<file path="src/rtl/vga_frame_capture.sv">
// Captures one VGA frame as 1-bit thresholded pixels packed MSB-first into words,
// buffered in a small FIFO toward a valid/ready memory write port. Optional CRC: FRAME_CRC_EN.
module vga_frame_capture #(
  parameter int WIDTH         = 640,
  parameter int HEIGHT        = 480,
  parameter int PIXEL_BITS    = 12,
  parameter int WORD_WIDTH    = 16,
  parameter int ADDRESS_WIDTH = 16,
  parameter int FIFO_DEPTH    = 4
) (
  input  logic                     clock_in,
  input  logic                     reset_n_in,
  input  logic                     start_in,
  input  logic                     video_on_in,
  input  logic                     v_sync_in,
  input  logic [PIXEL_BITS-1:0]    pixel_in,
  input  logic                     write_ready_in,
  output logic                     write_valid_out,
  output logic [ADDRESS_WIDTH-1:0] write_address_out,
  output logic [WORD_WIDTH-1:0]    write_data_out,
  output logic                     busy_out,
  output logic                     frame_done_out,
  output logic                     overflow_out,
  output logic                     short_frame_out,
  output logic [15:0]              crc_out
);

  localparam int TOTAL = WIDTH * HEIGHT;
  localparam int PCW   = $clog2(TOTAL + 1);
  localparam int BCW   = (WORD_WIDTH > 1) ? $clog2(WORD_WIDTH) : 1;
  localparam int PTRW  = $clog2(FIFO_DEPTH);
  localparam logic [PCW-1:0] LAST_PIXEL = PCW'(TOTAL);
  localparam logic [BCW-1:0] LAST_BIT   = BCW'(WORD_WIDTH - 1);

  typedef enum logic [2:0] {IDLE, ARM, SYNC, CAPTURE, DRAIN, DONE} state_t;
  state_t state;

  logic [WORD_WIDTH-1:0]    shift_p0;
  logic [WORD_WIDTH-1:0]    word_p1;
  logic                     vld_p1;
  logic [BCW-1:0]           bit_count;
  logic [PCW-1:0]           pixel_count;
  logic [ADDRESS_WIDTH-1:0] address;
  logic [WORD_WIDTH-1:0]    fifo_data    [FIFO_DEPTH];
  logic [ADDRESS_WIDTH-1:0] fifo_address [FIFO_DEPTH];
  logic [PTRW:0]            wr_ptr;
  logic [PTRW:0]            rd_ptr;
  logic fifo_empty, fifo_full, pop, accept, sample, pixel_bit, last_bit;

  assign pixel_bit  = |pixel_in;
  assign sample     = (state == CAPTURE) && v_sync_in && video_on_in && (pixel_count < LAST_PIXEL);
  assign last_bit   = (bit_count == LAST_BIT);
  assign fifo_empty = (wr_ptr == rd_ptr);
  assign fifo_full  = (wr_ptr[PTRW] != rd_ptr[PTRW]) && (wr_ptr[PTRW-1:0] == rd_ptr[PTRW-1:0]);
  assign pop        = !fifo_empty && write_ready_in;
  // A pop in the same cycle frees the slot, so a full FIFO still accepts.
  assign accept     = vld_p1 && (!fifo_full || pop);

  assign write_valid_out   = !fifo_empty;
  assign write_address_out = fifo_empty ? '0 : fifo_address[rd_ptr[PTRW-1:0]];
  assign write_data_out    = fifo_empty ? '0 : fifo_data[rd_ptr[PTRW-1:0]];

  // Stage p0: shift pixel bits in; p1: completed word waits one edge for the FIFO push
  always_ff @(posedge clock_in) begin
    if (sample) begin
      shift_p0 <= {shift_p0[WORD_WIDTH-2:0], pixel_bit};
      if (last_bit) word_p1 <= {shift_p0[WORD_WIDTH-2:0], pixel_bit};
    end
    if (accept) begin
      fifo_data[wr_ptr[PTRW-1:0]]    <= word_p1;
      fifo_address[wr_ptr[PTRW-1:0]] <= address;
    end
  end

  always_ff @(posedge clock_in or negedge reset_n_in) begin
    if (!reset_n_in) begin
      state           <= IDLE;
      busy_out        <= 1'b0;
      frame_done_out  <= 1'b0;
      overflow_out    <= 1'b0;
      short_frame_out <= 1'b0;
      vld_p1          <= 1'b0;
      bit_count       <= '0;
      pixel_count     <= '0;
      address         <= '0;
      wr_ptr          <= '0;
      rd_ptr          <= '0;
    end else begin
      vld_p1 <= sample && last_bit;
      if (sample) begin
        bit_count   <= last_bit ? '0 : bit_count + 1'b1;
        pixel_count <= pixel_count + 1'b1;
      end
      // Dropped words still consume an address so later words land in place.
      if (vld_p1) address <= address + 1'b1;
      if (accept) wr_ptr <= wr_ptr + 1'b1;
      if (pop) rd_ptr <= rd_ptr + 1'b1;
      if (vld_p1 && !accept) overflow_out <= 1'b1;

      case (state)
        IDLE: begin
          if (start_in) begin
            overflow_out    <= 1'b0;
            short_frame_out <= 1'b0;
            pixel_count     <= '0;
            bit_count       <= '0;
            address         <= '0;
            busy_out        <= 1'b1;
            state           <= ARM;
          end
        end
        ARM:  if (!v_sync_in) state <= SYNC;
        SYNC: if (v_sync_in) state <= CAPTURE;
        CAPTURE: begin
          if (vld_p1 && pixel_count == LAST_PIXEL) begin
            state <= DRAIN;
          end else if (!v_sync_in) begin
            short_frame_out <= 1'b1;
            bit_count       <= '0;
            state           <= DRAIN;
          end
        end
        DRAIN: begin
          if (fifo_empty && !vld_p1) begin
            frame_done_out <= 1'b1;
            state          <= DONE;
          end
        end
        DONE: begin
          frame_done_out <= 1'b0;
          busy_out       <= 1'b0;
          state          <= IDLE;
        end
        default: state <= IDLE;
      endcase
    end
  end

`ifdef FRAME_CRC_EN
  logic [15:0] crc;

  function automatic logic [15:0] crc_update(input logic [15:0] crc_in,
                                             input logic [WORD_WIDTH-1:0] data);
    logic [15:0] c;
    c = crc_in;
    for (int i = WORD_WIDTH - 1; i >= 0; i--) begin
      if (c[15] ^ data[i]) c = {c[14:0], 1'b0} ^ 16'h1021;
      else                 c = {c[14:0], 1'b0};
    end
    return c;
  endfunction

  always_ff @(posedge clock_in or negedge reset_n_in) begin
    if (!reset_n_in)                  crc <= '0;
    else if (state == IDLE && start_in) crc <= 16'hFFFF;
    else if (vld_p1)                  crc <= crc_update(crc, word_p1);
  end

  assign crc_out = crc;
`else
  assign crc_out = '0;
`endif

endmodule

</file>
<file path="config.mk">
export PLATFORM = sky130hd
export DESIGN_NAME = vga_frame_capture
export DESIGN_NICKNAME = d
export VERILOG_FILES = /design/src/rtl/vga_frame_capture.sv
export SDC_FILE = /design/constraint.sdc
export NUM_CORES = 1
export LEC_CHECK = 0
export CAP_MARGIN = 25
export CORE_UTILIZATION = 50
export CTS_BUF_LIST = sky130_fd_sc_hd__clkbuf_4 sky130_fd_sc_hd__clkbuf_8 sky130_fd_sc_hd__clkbuf_16
export CTS_CLUSTER_DIAMETER = 100
export DETAILED_ROUTE_END_ITERATION = 7
export HOLD_SLACK_MARGIN = 0.12
export PLACE_DENSITY = 0.79
export REMOVE_ABC_BUFFERS = 1
export SETUP_SLACK_MARGIN = 0.02
export SYNTH_ARGS = -nofsm -noshare
export SYNTH_HDL_FRONTEND = slang
export SYNTH_SLANG_ARGS = --single-unit
export TNS_END_PERCENT = 1
</file>
<file path="constraint.sdc">
create_clock -name clock_in -period 3.35 [get_ports clock_in]
set_input_delay 0.5025 -clock clock_in [delete_from_list [all_inputs] [get_ports clock_in]]
set_output_delay 0.5025 -clock clock_in [all_outputs]
set_load 0.005 [all_outputs]
</file>
# ---- After elaboration in Yosys (flattened, before gate mapping)
# Memory sizes are Yosys's and may differ from the RTL's.
# Cells that the tools add are included.
dict set report totals {
  in_bits 18
  mem_bits_rw 128
  memories 2
  out_inout_bits 53
  register_bits 84
}
# memory depth width rd rd_clocked_by_memory_dff write_ports line_no
set mem_list {}
lappend mem_list {fifo_address 4 16 1 0 1 45} ;# logic [ADDRESS_WIDTH-1:0] fifo_address [FIFO_DEPTH];
lappend mem_list {fifo_data 4 16 1 0 1 44} ;# logic [WORD_WIDTH-1:0] fifo_data [FIFO_DEPTH];
dict set report classes {
  n_lt_le_gt_ge 1
  muxes 34
  eq_ne 17
  reduce_logical 25
  add_sub_neg 5
}
# op n
set op_table {}
lappend op_table {{16-bit two-way mux} 5}
lappend op_table {{19-bit two-way mux} 3}
lappend op_table {{4-bit two-way mux} 5}
lappend op_table {{19-bit by 1-bit adder with 19-bit output, second input constant} 1}
lappend op_table {{19-bit == test, second input constant} 1}
lappend op_table {{19-bit < comparator, second input constant} 1}
lappend op_table {{3-bit two-way mux} 6}
lappend op_table {{16-bit by 1-bit adder with 16-bit output, second input constant} 1}
lappend op_table {{3-bit one-hot mux with 5 select lines} 1}
lappend op_table {{2-bit inequality test, second input constant} 6}
lappend op_table {{12-bit OR reduction} 1}
lappend op_table {{1-bit logical AND} 10}
lappend op_table {{1-bit two-way mux} 10}
lappend op_table {{4-bit one-hot mux with 2 select lines} 1}
lappend op_table {{3-bit by 1-bit adder with 3-bit output, second input constant} 2}
lappend op_table {{3-bit by 2-bit == test with 1-bit output, second input constant} 2}
lappend op_table {{3-bit == test, second input constant} 2}
lappend op_table {{1-bit one-hot mux with 2 select lines} 3}
lappend op_table {{2-bit AND reduction} 3}
lappend op_table {{2-bit nonzero test} 3}
lappend op_table {{5-bit AND reduction} 1}
lappend op_table {{4-bit by 1-bit adder with 4-bit output, second input constant} 1}
lappend op_table {{4-bit == test, second input constant} 1}
lappend op_table {{1-bit logical NOT} 4}
lappend op_table {{other kinds (8)} 8}

# ---- Depth between registers and ports, before layout
# Gate-level depths: netlist of run 1.
dict set report logic_depth {
  ltp_word 10
  mapped_depth 6
}

# ---- Least setup slack after synthesis of run 1
# No wires, ideal clock.
dict set report synth_path {
  path_kind {register to register}
  from {register rd_ptr[0]}
  to {memory fifo_address[3][0] (enable)}
  required_time_ps 2926
  setup_slack_ps 544
  setup_time_ps 424
  period_less_slack_ps 2806
  arrival_time_ps 2382
  stages_incl_launch_ff 5
  cell_sequence {dfrtp_1 > buf_2 > xor2_1 > o41ai_1 > nor2_1}
}
dict set report synth_via {
  elab_chain_len 7
}
# item line_no
set synth_rtl {}
lappend synth_rtl {{start, declared} 47} ;# logic [PTRW:0] rd_ptr;
lappend synth_rtl {{start signal, assigned} 97} ;# if (pop) rd_ptr <= rd_ptr + 1'b1;
lappend synth_rtl {{3-bit == test or 2-bit == test (tied branches)} {53, 54}}
lappend synth_rtl {{1-bit logical NOT or 1-bit logical AND (tied branches)} {55, 54}}
lappend synth_rtl {{1-bit logical AND or 1-bit logical NOT (tied branches)} {55, 57}}
lappend synth_rtl {{1-bit logical OR (*)} 57} ;# assign accept = vld_p1 && (!fifo_full || pop);
lappend synth_rtl {{1-bit logical AND (*)} 57}
lappend synth_rtl {{1-bit two-way mux (*)} 69} ;# if (accept) begin
lappend synth_rtl {{1-bit two-way mux (implied by the code) (*)} 71} ;# fifo_address[wr_ptr[PTRW-1:0]] <= address;
lappend synth_rtl {{end, declared} 45}
# Every way passes the cells marked *; elsewhere a longest branch is shown, timed or not.

# ---- Worst setup path after layout of run 1
dict set report layout_path {
  from {register rd_ptr[0]}
  to {output port write_data_out[0]}
}
dict set report layout_via {
  elab_chain_len 2
}
# item line_no
set layout_rtl {}
lappend layout_rtl {{memory 4 x 16 bit or 3-bit == test (tied branches)} n/a}
lappend layout_rtl {{16-bit two-way mux (*)} 61} ;# assign write_data_out = fifo_empty ? '0 : fifo_data[rd_ptr[PTRW-1:0]];
lappend layout_rtl {{end, declared} 20} ;# output logic [WORD_WIDTH-1:0] write_data_out,
# Marked as above.

==> flow_metrics.env, run 1 <==
export IMPL_power_density_nw_per_um2=581
export IMPL_core_area_um2=16800
export IMPL_dieWidth_um=133
export IMPL_worst_setup_path_endpoint="write_data_out[0]"
export IMPL_tightest_slew_ns=0.936
export IMPL_finish_utilization_pct=60.9
export IMPL_grt_antenna_before_repair=0
export IMPL_syn_mean_instance_area_um2=16.2
export IMPL_highest_clock_rate_mhz=329
export IMPL_syn_to_final_growth_pct=18.0
export IMPL_clock_tree_from_tritoncts="yes"
export IMPL_clk_pin_slew_ns=0.06
export IMPL_hold_worst_slack_ns=0.416
export IMPL_gp_routability_congestion=0.788
export IMPL_tritoncts_num_buffers=23
export IMPL_total_non_filler_cell_area_in_the_finished_layout_um2=10200
export IMPL_finalHoldViolations=0
export IMPL_peakVddDrop_uv=424
export IMPL_wirelength_mm=15.6
export IMPL_floorplan_initialDensity_pct=51.6
export IMPL_yosys_area_top_type_share_pct=55.2
export IMPL_placed_cells=803
export IMPL_tns_ns=0
export IMPL_clockBufferDepth=3
export IMPL_maxSlewViolCount=0
export IMPL_arrival_ns=2.54
export IMPL_placement_setup_worst_slack_ns=0.498
export IMPL_worst_setup_start_kind="flop"
export IMPL_vias_in_the_first_global_route=4889
export IMPL_most_frequent_cells_in_the_layout="159 x sky130_fd_sc_hd__edfxtp_1, 53 x sky130_fd_sc_hd__clkdlybuf4s50_1, 52 x sky130_fd_sc_hd__dfrtp_1"
export IMPL_power_total_mw=5.92
export IMPL_power_static_leakage_nw=3.62
export IMPL_global_route_usage_total_pct=18.4
export IMPL_clk_root_buf="sky130_fd_sc_hd__clkbuf_16"
export IMPL_skew_ns=0.0170
export IMPL_io_pin_count=71
export IMPL_synthAdderAreaFrac_pct=1.30
export IMPL_result_of_the_run="finished clean"
export IMPL_synth_top_cell_by_area="sky130_fd_sc_hd__edfxtp_1"
export IMPL_die_area_um2=17800
export IMPL_routedWlPerCell_um=18.5
export IMPL_reg2reg_slack_ns=0.78
export IMPL_drt_iter0_markers=302
export IMPL_final_min_period_over_clock_period_pct=90.7
export IMPL_insertion_delay_ns=0.50
export IMPL_yosysSeqAreaShare_pct=70.6
export IMPL_mostFrequentLayoutCell="sky130_fd_sc_hd__edfxtp_1"
export IMPL_drv_max_cap_violation_count=0
export IMPL_synth_top_family_by_area="simple AND/OR/NAND/NOR gates"
export IMPL_nets=636
export IMPL_avgViaCountPerCell=5.45
export IMPL_maximum_fanout_along_the_worst_path=24
export IMPL_regToRegEndpoint="fifo_address[2][6]$_DFFE_PP_"
export IMPL_place_area_um2=9420
export IMPL_setup_viol_count_final=0
export IMPL_fraction_of_layout_instances_using_a_drive_strength_above_1_pct=16.6
export IMPL_drt_pass1_iter_count=4
export IMPL_grt_start_max_net_pins=36
export IMPL_postSynthRegisterBits=212
export IMPL_fin_cells=846
export IMPL_synthSimpleGateAreaFrac_pct=9.44
export IMPL_final_worst_path_setup_slack_ns=0.311
export IMPL_r2r_worst_path_cells=5
export IMPL_drtAntennaViolNets=0
export IMPL_yosys_warnings=0
export IMPL_yosys_area_share_xor_xnor_pct=3.85
export IMPL_ys_top_cells_by_area="sky130_fd_sc_hd__edfxtp_1 55%, sky130_fd_sc_hd__dfrtp_1 15%, sky130_fd_sc_hd__mux4_2 8.3%"
export IMPL_synth_area_um2=8640
export IMPL_worst_r2r_startpoint="wr_ptr[1]$_DFFE_PN0N_"
export IMPL_core_rowCount=47
export IMPL_netlist_cell_type_count=43
export IMPL_critPathRequiredTime_ns=2.85
export IMPL_tritoncts_num_sinks=212
export IMPL_muxShareOfSynthArea_pct=9.08
export IMPL_crit_start="rd_ptr[0]$_DFFE_PN0P_"
export IMPL_min_delay_path_class="reg -> reg"
export IMPL_timing_final_crit_period_ns=3.04
export IMPL_num_antenna_cells=0
export IMPL_synth_cells=535
export IMPL_critPathKind="reg -> out"
export IMPL_route_detailed_drc=0
export IMPL_synth_compound_area_share_pct=2.90
export IMPL_slew_limit_headroom_pct=37.5
export IMPL_grt_overflow_total=0
export IMPL_dr_total_vias=4607
export IMPL_hpwl_mm=9.67
export IMPL_clock_tree_htree_level_count=1
export IMPL_grt_setup_unrepaired="false"
export IMPL_setup_crit_end_kind="output port"
export IMPL_io_buffer_count=54
export IMPL_grt_first_pass_wirelength_mm=25.3
export IMPL_dieHeight_um=133
export IMPL_layout_filler_cell_count=1215
[how the worst min path moves through the flow]
stage	to	depth (start not counted)	start	slack, ns
after detailed placement	word_p1[15]$_DFFE_PP_	0	shift_p0[14]$_DFFE_PN_	0.41
after CTS	word_p1[15]$_DFFE_PP_	0	shift_p0[14]$_DFFE_PN_	0.42
final	word_p1[15]$_DFFE_PP_	0	shift_p0[14]$_DFFE_PN_	0.42
after global placement	word_p1[15]$_DFFE_PP_	0	shift_p0[14]$_DFFE_PN_	0.40
after floorplan	address[0]$_DFF_PN0_	0	reset_n_in	0.21
after global routing	word_p1[15]$_DFFE_PP_	0	shift_p0[14]$_DFFE_PN_	0.42
[sequential cells by signal (all words and copies together) (netlist names)]
signal           flops
fifo_data           64
bit_count            4
rd_ptr               3
frame_done_out       1
short_frame_out      1
vld_p1               1
busy_out             1
pixel_count         19
wr_ptr               3
fifo_address        64
word_p1             16
overflow_out         1
address             16
shift_p0            15
state                3
[cells in the mapped netlist]
cell,number
sky130_fd_sc_hd__a2111o_4,1
sky130_fd_sc_hd__a2111oi_4,2
sky130_fd_sc_hd__a211oi_4,1
sky130_fd_sc_hd__a21o_1,1
sky130_fd_sc_hd__a21oi_1,7
sky130_fd_sc_hd__a31oi_1,4
sky130_fd_sc_hd__a41oi_1,1
sky130_fd_sc_hd__and2_1,1
sky130_fd_sc_hd__and3_1,2
sky130_fd_sc_hd__and4_1,1
sky130_fd_sc_hd__and4_2,1
sky130_fd_sc_hd__buf_2,6
sky130_fd_sc_hd__buf_4,16
sky130_fd_sc_hd__clkbuf_1,11
sky130_fd_sc_hd__clkbuf_8,1
sky130_fd_sc_hd__conb_1,1
sky130_fd_sc_hd__dfrtp_1,53
sky130_fd_sc_hd__edfxtp_1,159
sky130_fd_sc_hd__ha_1,9
sky130_fd_sc_hd__inv_1,10
sky130_fd_sc_hd__mux2_2,3
sky130_fd_sc_hd__mux2i_1,3
sky130_fd_sc_hd__mux4_2,32
sky130_fd_sc_hd__nand2_1,26
sky130_fd_sc_hd__nand2_2,1
sky130_fd_sc_hd__nand2b_1,2
sky130_fd_sc_hd__nand3_1,13
sky130_fd_sc_hd__nand3b_2,1
sky130_fd_sc_hd__nand4_1,13
sky130_fd_sc_hd__nor2_1,54
sky130_fd_sc_hd__nor2b_1,33
sky130_fd_sc_hd__nor3_1,5
sky130_fd_sc_hd__nor3b_1,1
sky130_fd_sc_hd__nor4_1,7
sky130_fd_sc_hd__o21a_1,1
sky130_fd_sc_hd__o21ai_0,6
sky130_fd_sc_hd__o22ai_1,1
sky130_fd_sc_hd__o31a_2,1
sky130_fd_sc_hd__o31ai_1,2
sky130_fd_sc_hd__o41ai_1,1
sky130_fd_sc_hd__or3_1,3
sky130_fd_sc_hd__xnor2_1,10
sky130_fd_sc_hd__xor2_1,28
[worst max-delay path, cell delays in order, from the launching register on]
cell	delay, ns
sky130_fd_sc_hd__dfrtp_2	0.37
sky130_fd_sc_hd__buf_4	0.45
sky130_fd_sc_hd__mux4_2	0.58
sky130_fd_sc_hd__nor2b_1	0.15
sky130_fd_sc_hd__clkdlybuf4s50_1	0.47
[routing by layer]
metal	routed length, µm	GRT usage, %
met4	318	4.67
met1	6420	23.0
met2	8350	33.4
met5	0	0
met3	522	2.97
[report_power, final]
group,leakage (nW),switching [mW],total [mW],internal (mW)
registers,2.16,0.130,3.06,2.93
clock network,0.384,0.969,2.49,1.52
logic,1.08,0.214,0.374,0.160
[cell families (layout without fill, tap and decap cells)]
group	Yosys count	count (layout)
flip-flops	212	212
buffers and inverters	44	120
multiplexers	38	38
adder cells (fa/ha/maj)	9	9
other	1	16
AO/OA/AOI/OAI	29	29
AND/OR/NAND/NOR	164	164
XOR/XNOR	38	38
[cell type report]
class	instances	area, µm²	share of cell area, %
Timing Repair Buffer	68	643	6.31
Clock inverter	12	118	1.15
Tap cell	220	275	2.70
Clock buffer	30	647	6.34
Multi-Input combinational cell	294	2380	23.3
Inverter	10	37.5	0.368
Sequential cell	212	6100	59.8
[what timing repair did]
| action | in CTS | in global routing |
|---|---|---|
| hold buffers | 1 | 0 |
| gates resized for setup | 0 | 0 |
| setup buffers | 0 | 0 |
| hold endpoints to repair | 32 | 0 |
Power figures use the tool's default switching activity.
==> run 2, diff against run 1 <==
--- a/config.mk
+++ b/config.mk
@@ -6,6 +6,7 @@
 export NUM_CORES = 1
 export LEC_CHECK = 0
 export CAP_MARGIN = 25
+export CORE_MARGIN = 2
 export CORE_UTILIZATION = 50
 export CTS_BUF_LIST = sky130_fd_sc_hd__clkbuf_4 sky130_fd_sc_hd__clkbuf_8 sky130_fd_sc_hd__clkbuf_16
 export CTS_CLUSTER_DIAMETER = 100
==> run 2 against run 1 <==
Net effect: critical endpoint is now write_valid_out; final cell count shrank 0.24%; utilization shrank 1.8 points; global-route usage shrank 1.0 points; largest cell class unchanged; flip-flop and latch count is the same; setup slack gained 0.032 ns.
==> flow_metrics.env, run 2 (same netlist as run 1, synthesis figures left out) <==
export IMPL_avgViaCountPerCell=5.44
export IMPL_skew_ns=0.00900
export IMPL_maximum_fanout_along_the_worst_path=27
export IMPL_finalHoldViolations=0
export IMPL_clk_root_buf="sky130_fd_sc_hd__clkbuf_16"
export IMPL_grt_overflow_total=0
export IMPL_highest_clock_rate_mhz=333
export IMPL_fin_cells=844
export IMPL_tritoncts_num_buffers=20
export IMPL_slew_limit_headroom_pct=34.8
export IMPL_dieWidth_um=135
export IMPL_setup_crit_end_kind="output port"
export IMPL_global_route_usage_total_pct=17.4
export IMPL_multi_input_comb_area_um2=2380
export IMPL_tightest_slew_ns=0.978
export IMPL_post_cts_setup_buffer_count=0
export IMPL_critPathRequiredTime_ns=2.85
export IMPL_r2r_worst_path_cells=5
export IMPL_worst_setup_start_kind="flop"
export IMPL_place_area_um2=9430
export IMPL_insertion_delay_ns=0.48
export IMPL_timing_final_crit_period_ns=3.01
export IMPL_clk_pin_slew_ns=0.06
export IMPL_nets=632
export IMPL_clockBufferDepth=3
export IMPL_drt_iter0_markers=289
export IMPL_wirelength_mm=15.1
export IMPL_clock_tree_htree_level_count=1
export IMPL_cts_hold_buf=0
export IMPL_mostFrequentLayoutCell="sky130_fd_sc_hd__edfxtp_1"
export IMPL_total_non_filler_cell_area_in_the_finished_layout_um2=10100
export IMPL_setup_viol_count_final=0
export IMPL_maxSlewViolCount=0
export IMPL_die_area_um2=18400
export IMPL_regToRegEndpoint="fifo_address[3][9]$_DFFE_PP_"
export IMPL_arrival_ns=2.50
export IMPL_peakVddDrop_uv=500
export IMPL_result_of_the_run="finished clean"
export IMPL_grt_first_pass_wirelength_mm=24.9
export IMPL_floorplan_initialDensity_pct=50.5
export IMPL_routedWlPerCell_um=17.9
export IMPL_io_buffer_count=54
export IMPL_io_pin_count=71
export IMPL_vias_in_the_first_global_route=4840
export IMPL_clock_tree_from_tritoncts="yes"
export IMPL_syn_to_final_growth_pct=17.0
export IMPL_area_used_by_sequential_logic_in_the_layout_um2=6100
export IMPL_tns_ns=0
export IMPL_placed_cells=808
export IMPL_fraction_of_layout_instances_using_a_drive_strength_above_1_pct=15.5
export IMPL_critPathKind="reg -> out"
export IMPL_core_area_um2=17100
export IMPL_ctsResizeCount=0
export IMPL_grt_antenna_before_repair=0
export IMPL_power_density_nw_per_um2=564
export IMPL_drt_pass1_iter_count=4
export IMPL_min_delay_path_class="in -> async"
export IMPL_grt_start_max_net_pins=36
export IMPL_reg2reg_slack_ns=0.80
export IMPL_grt_setup_unrepaired="false"
export IMPL_num_antenna_cells=0
export IMPL_most_frequent_cells_in_the_layout="159 x sky130_fd_sc_hd__edfxtp_1, 53 x sky130_fd_sc_hd__clkdlybuf4s50_1, 52 x sky130_fd_sc_hd__dfrtp_1"
export IMPL_drv_max_cap_violation_count=0
export IMPL_layout_filler_cell_count=1261
export IMPL_dr_total_vias=4592
export IMPL_route_detailed_drc=0
export IMPL_final_min_period_over_clock_period_pct=89.8
export IMPL_gp_routability_congestion=0.844
export IMPL_drtAntennaViolNets=0
export IMPL_worst_r2r_startpoint="wr_ptr[0]$_DFFE_PN0N_"
export IMPL_hpwl_mm=9.58
export IMPL_core_rowCount=48
export IMPL_tritoncts_num_sinks=212
export IMPL_power_static_leakage_nw=3.58
export IMPL_dieHeight_um=135
[run 2: cell types whose count changed in the layout (fill, tap and decap cells not counted), sizes merged]
cell | previous run | this run
clkbuf | 30 | 27
clkinvlp | 1 | 0
dlygate4sd3 | 1 | 0
inv | 12 | 10
[run 2: through the flow]
stage	power (mW)	util (%)	hold slack (ns)	worst slack, ns
floorplan	3.30	-	0.207	-1.32
global placement	3.45	55.1	0.402	0.564
detailed placement	3.48	55.1	0.412	0.481
CTS	5.74	59.1	0.123	0.280
global route	5.90	59.1	0.166	0.223
finish	5.70	59.1	0.0995	0.343
[run 2: worst max-delay path, stage by stage, from the launching register on]
cell and delay [ns]:
sky130_fd_sc_hd__dfrtp_1 0.40, sky130_fd_sc_hd__xnor2_1 0.24, sky130_fd_sc_hd__nor3b_2 0.32, sky130_fd_sc_hd__buf_4 0.38, sky130_fd_sc_hd__inv_1 0.19, sky130_fd_sc_hd__clkdlybuf4s50_1 0.49
[run 2: worst max-delay path by stage]
stage | from | end | slack [ns]
final | wr_ptr[2]$_DFFE_PN0N_ | write_valid_out | 0.34
after global routing | rd_ptr[0]$_DFFE_PN0P_ | write_address_out[13] | 0.22
after CTS | wr_ptr[2]$_DFFE_PN0N_ | write_valid_out | 0.28
after detailed placement | write_ready_in | fifo_address[3][0]$_DFFE_PP_ | 0.48
after global placement | write_ready_in | fifo_data[1][3]$_DFFE_PP_ | 0.56
after floorplan | rd_ptr[0]$_DFFE_PN0P_ | rd_ptr[1]$_DFFE_PN0P_ | -1.32
[run 2: area by class of cell]
cell class	instances	area share [%]
Sequential cell	212	60.4
Multi-Input combinational cell	294	23.5
Timing Repair Buffer	67	6.26
Clock buffer	27	5.83
Tap cell	225	2.78
Clock inverter	9	0.891
Inverter	10	0.371
[run 2: report_power, final]
group          switching, mW  internal (mW)
clock                  0.891           1.39
combinational          0.204          0.159
sequential             0.132           2.93
total                   1.23           4.47
[run 2: layer usage]
layer	routed length, µm	share of wire, %	GRT usage [%]
met1	6320	42	22.9
met2	7760	51	30.7
met3	766	5.1	2.39
met4	279	1.8	4.80
met5	0	0	0
==> run 3, diff against run 2 <==
--- a/config.mk
+++ b/config.mk
@@ -5,7 +5,7 @@
 export SDC_FILE = /design/constraint.sdc
 export NUM_CORES = 1
 export LEC_CHECK = 0
-export CAP_MARGIN = 25
+export CAP_MARGIN = 20
 export CORE_MARGIN = 2
 export CORE_UTILIZATION = 50
 export CTS_BUF_LIST = sky130_fd_sc_hd__clkbuf_4 sky130_fd_sc_hd__clkbuf_8 sky130_fd_sc_hd__clkbuf_16
==> constraint.sdc (replaced) <==
create_clock -name clock_in -period 3.35 [get_ports clock_in]
set_input_delay 1.005 -clock clock_in [delete_from_list [all_inputs] [get_ports clock_in]]
set_output_delay 1.005 -clock clock_in [all_outputs]
set_load 0.005 [all_outputs]
==> run 3 against run 2 <==
Net effect: final cell count up 1.9%; clock skew rose by 0.00092 ns; register-to-register slack got worse by 0.06 ns; maximum frequency decreased by 9.6%; sequential power hardly changed; critical path type unchanged; critical path depth unchanged; flip-flop and latch count unchanged; utilization is 1.8 points higher.
==> flow_metrics.env, run 3 (same netlist as run 1, synthesis figures left out) <==
export IMPL_result_of_the_run="finished clean"
export IMPL_vias_in_the_first_global_route=4878
export IMPL_cp_top_family="buffers and inverters"
export IMPL_grt_first_pass_wirelength_mm=25.9
export IMPL_avgViaCountPerCell=5.54
export IMPL_met3_length_um=860
export IMPL_power_static_leakage_nw=4.07
export IMPL_drv_max_cap_violation_count=0
export IMPL_tritoncts_num_sinks=212
export IMPL_layout_filler_cell_count=1224
export IMPL_power_density_nw_per_um2=554
export IMPL_core_rowCount=48
export IMPL_syn_to_final_growth_pct=20.5
export IMPL_io_buffer_count=54
export IMPL_peakVddDrop_uv=362
export IMPL_wirelength_mm=16.5
export IMPL_insertion_delay_ns=0.49
export IMPL_clock_tree_from_tritoncts="yes"
export IMPL_tightest_slew_ns=0.961
export IMPL_critPathRequiredTime_ns=2.34
export IMPL_global_route_usage_total_pct=18.2
export IMPL_drt_iter0_markers=303
export IMPL_pwr_share_comb_pct=6.4
export IMPL_grt_setup_unrepaired="true"
export IMPL_routedWlPerCell_um=19.2
export IMPL_highest_clock_rate_mhz=301
export IMPL_grt_overflow_total=0
export IMPL_clockBufferDepth=3
export IMPL_maximum_fanout_along_the_worst_path=12
export IMPL_num_antenna_cells=0
export IMPL_placed_cells=809
export IMPL_crit_chain="buf_6 -> buf_12 -> mux4_2 -> nor2b_1 -> dlygate4sd2_1"
export IMPL_io_pin_count=71
export IMPL_drt_pass1_iter_count=4
export IMPL_setup_viol_count_final=0
export IMPL_route_layer_met1_wl_mm=6.67
export IMPL_gp_routability_congestion=0.816
export IMPL_slew_limit_headroom_pct=35.8
export IMPL_place_area_um2=9450
export IMPL_cell_with_the_biggest_individual_delay_on_the_critical_path="sky130_fd_sc_hd__dfrtp_4"
export IMPL_skew_ns=0.00992
export IMPL_clk_pin_slew_ns=0.06
export IMPL_maxSlewViolCount=0
export IMPL_power_net_switching_mw=1.32
export IMPL_p_clk_share_pct=40.5
export IMPL_drtAntennaViolNets=0
export IMPL_fin_cells=860
export IMPL_grt_antenna_before_repair=0
export IMPL_final_min_period_over_clock_period_pct=99.3
export IMPL_worst_setup_start_kind="flop"
export IMPL_critical_path_n_buffers_inverters=3
export IMPL_grt_start_max_net_pins=54
export IMPL_arrival_ns=2.32
export IMPL_timing_final_crit_period_ns=3.33
export IMPL_mostFrequentLayoutCell="sky130_fd_sc_hd__edfxtp_1"
export IMPL_floorplan_initialDensity_pct=50.5
export IMPL_total_non_filler_cell_area_in_the_finished_layout_um2=10400
export IMPL_timing_critical_path_slowest_cell_delay_ns=0.57
export IMPL_critPathKind="reg -> out"
export IMPL_die_area_um2=18400
export IMPL_route_detailed_drc=0
export IMPL_clock_tree_htree_level_count=1
export IMPL_finalHoldViolations=0
export IMPL_pwr_share_seq_pct=53.1
export IMPL_topmost_layer_with_routed_signal_wires="met4"
export IMPL_nets=646
export IMPL_dieWidth_um=135
export IMPL_tritoncts_num_buffers=22
export IMPL_power_switching_fraction_pct=22.8
export IMPL_dieHeight_um=135
export IMPL_reg2reg_slack_ns=0.74
export IMPL_core_area_um2=17100
export IMPL_min_delay_path_class="reg -> reg"
export IMPL_most_frequent_cells_in_the_layout="159 x sky130_fd_sc_hd__edfxtp_1, 50 x sky130_fd_sc_hd__nor2_1, 50 x sky130_fd_sc_hd__dfrtp_1"
export IMPL_setup_crit_end_kind="output port"
export IMPL_hpwl_mm=9.62
export IMPL_fraction_of_layout_instances_using_a_drive_strength_above_1_pct=19.1
export IMPL_internal_power_mw=4.45
export IMPL_clk_root_buf="sky130_fd_sc_hd__clkbuf_16"
export IMPL_met2_wirelength_mm=8.64
export IMPL_dr_total_vias=4765
## run 3: worst register-to-register path: cells and delay by family, from the launching register on
family	cells	cell delay [ns]
simple gates	1	0.78
xor+xnor	1	0.23
compound gates	1	0.12
flops	1	0.59
buf+inv	2	0.56
## run 3: cell type report
class	count	area (µm²)	share of cell area (%)
clock buffer	26	598	5.74
clock inverter	14	105	1.01
inverter	10	37.5	0.360
multi-input combinational	294	2430	23.4
sequential	212	6110	58.7
tap	225	282	2.70
timing repair buffer	79	848	8.15
## run 3: power by group through the flow
| stage | Sequential [mW] | Clock (mW) | Combinational, mW |
|---|---|---|---|
| after detailed placement | 3.11 | 0 | 0.370 |
| after global routing | 3.08 | 2.49 | 0.416 |
| after CTS | 3.06 | 2.37 | 0.374 |
| after floorplan | 3.08 | 0 | 0.227 |
| final | 3.06 | 2.34 | 0.371 |
| after global placement | 3.10 | 0 | 0.348 |
## run 3: final timing paths
kind | cells past startpoint | to | from
max | 5 | write_data_out[2] | rd_ptr[0]$_DFFE_PN0P_
min | 0 | word_p1[15]$_DFFE_PP_ | shift_p0[14]$_DFFE_PN_
max reg2reg | 5 | fifo_data[3][4]$_DFFE_PP_ | rd_ptr[0]$_DFFE_PN0P_
min reg2reg | 0 | word_p1[15]$_DFFE_PP_ | shift_p0[14]$_DFFE_PN_
max in group asynchronous | 2 | rd_ptr[0]$_DFFE_PN0P_ | reset_n_in
min in group asynchronous | 2 | frame_done_out$_DFFE_PN0P_ | reset_n_in
## run 3: metrics by stage
stage	total power, mW	setup slack (ns)	hold WS, ns	setup TNS, ns	util [%]
floorplan	3.30	-1.63	0.400	-109.65	-
global placement	3.45	0.201	0.406	0	55.2
detailed placement	3.48	0.0984	0.414	0	55.2
CTS	5.80	-0.0468	0.426	-0.124	59.7
global route	5.99	-0.0305	0.440	-0.0924	60.8
finish	5.77	0.0223	0.424	0	60.8
## run 3: metal layers
layer / track usage, % / up-vias
li1: - / 2130
met1: 23.7 / 2456
met2: 32.2 / 153
met3: 2.58 / 26
met4: 4.98 / 0
met5: 0 / -
## run 3: repair_timing
item	CTS	global route
endpoints found under the setup margin	33	18
buffers inserted	1	7
cloned	1	2
resized for setup	24	40
pin swaps	0	3
hold buffers	0	0
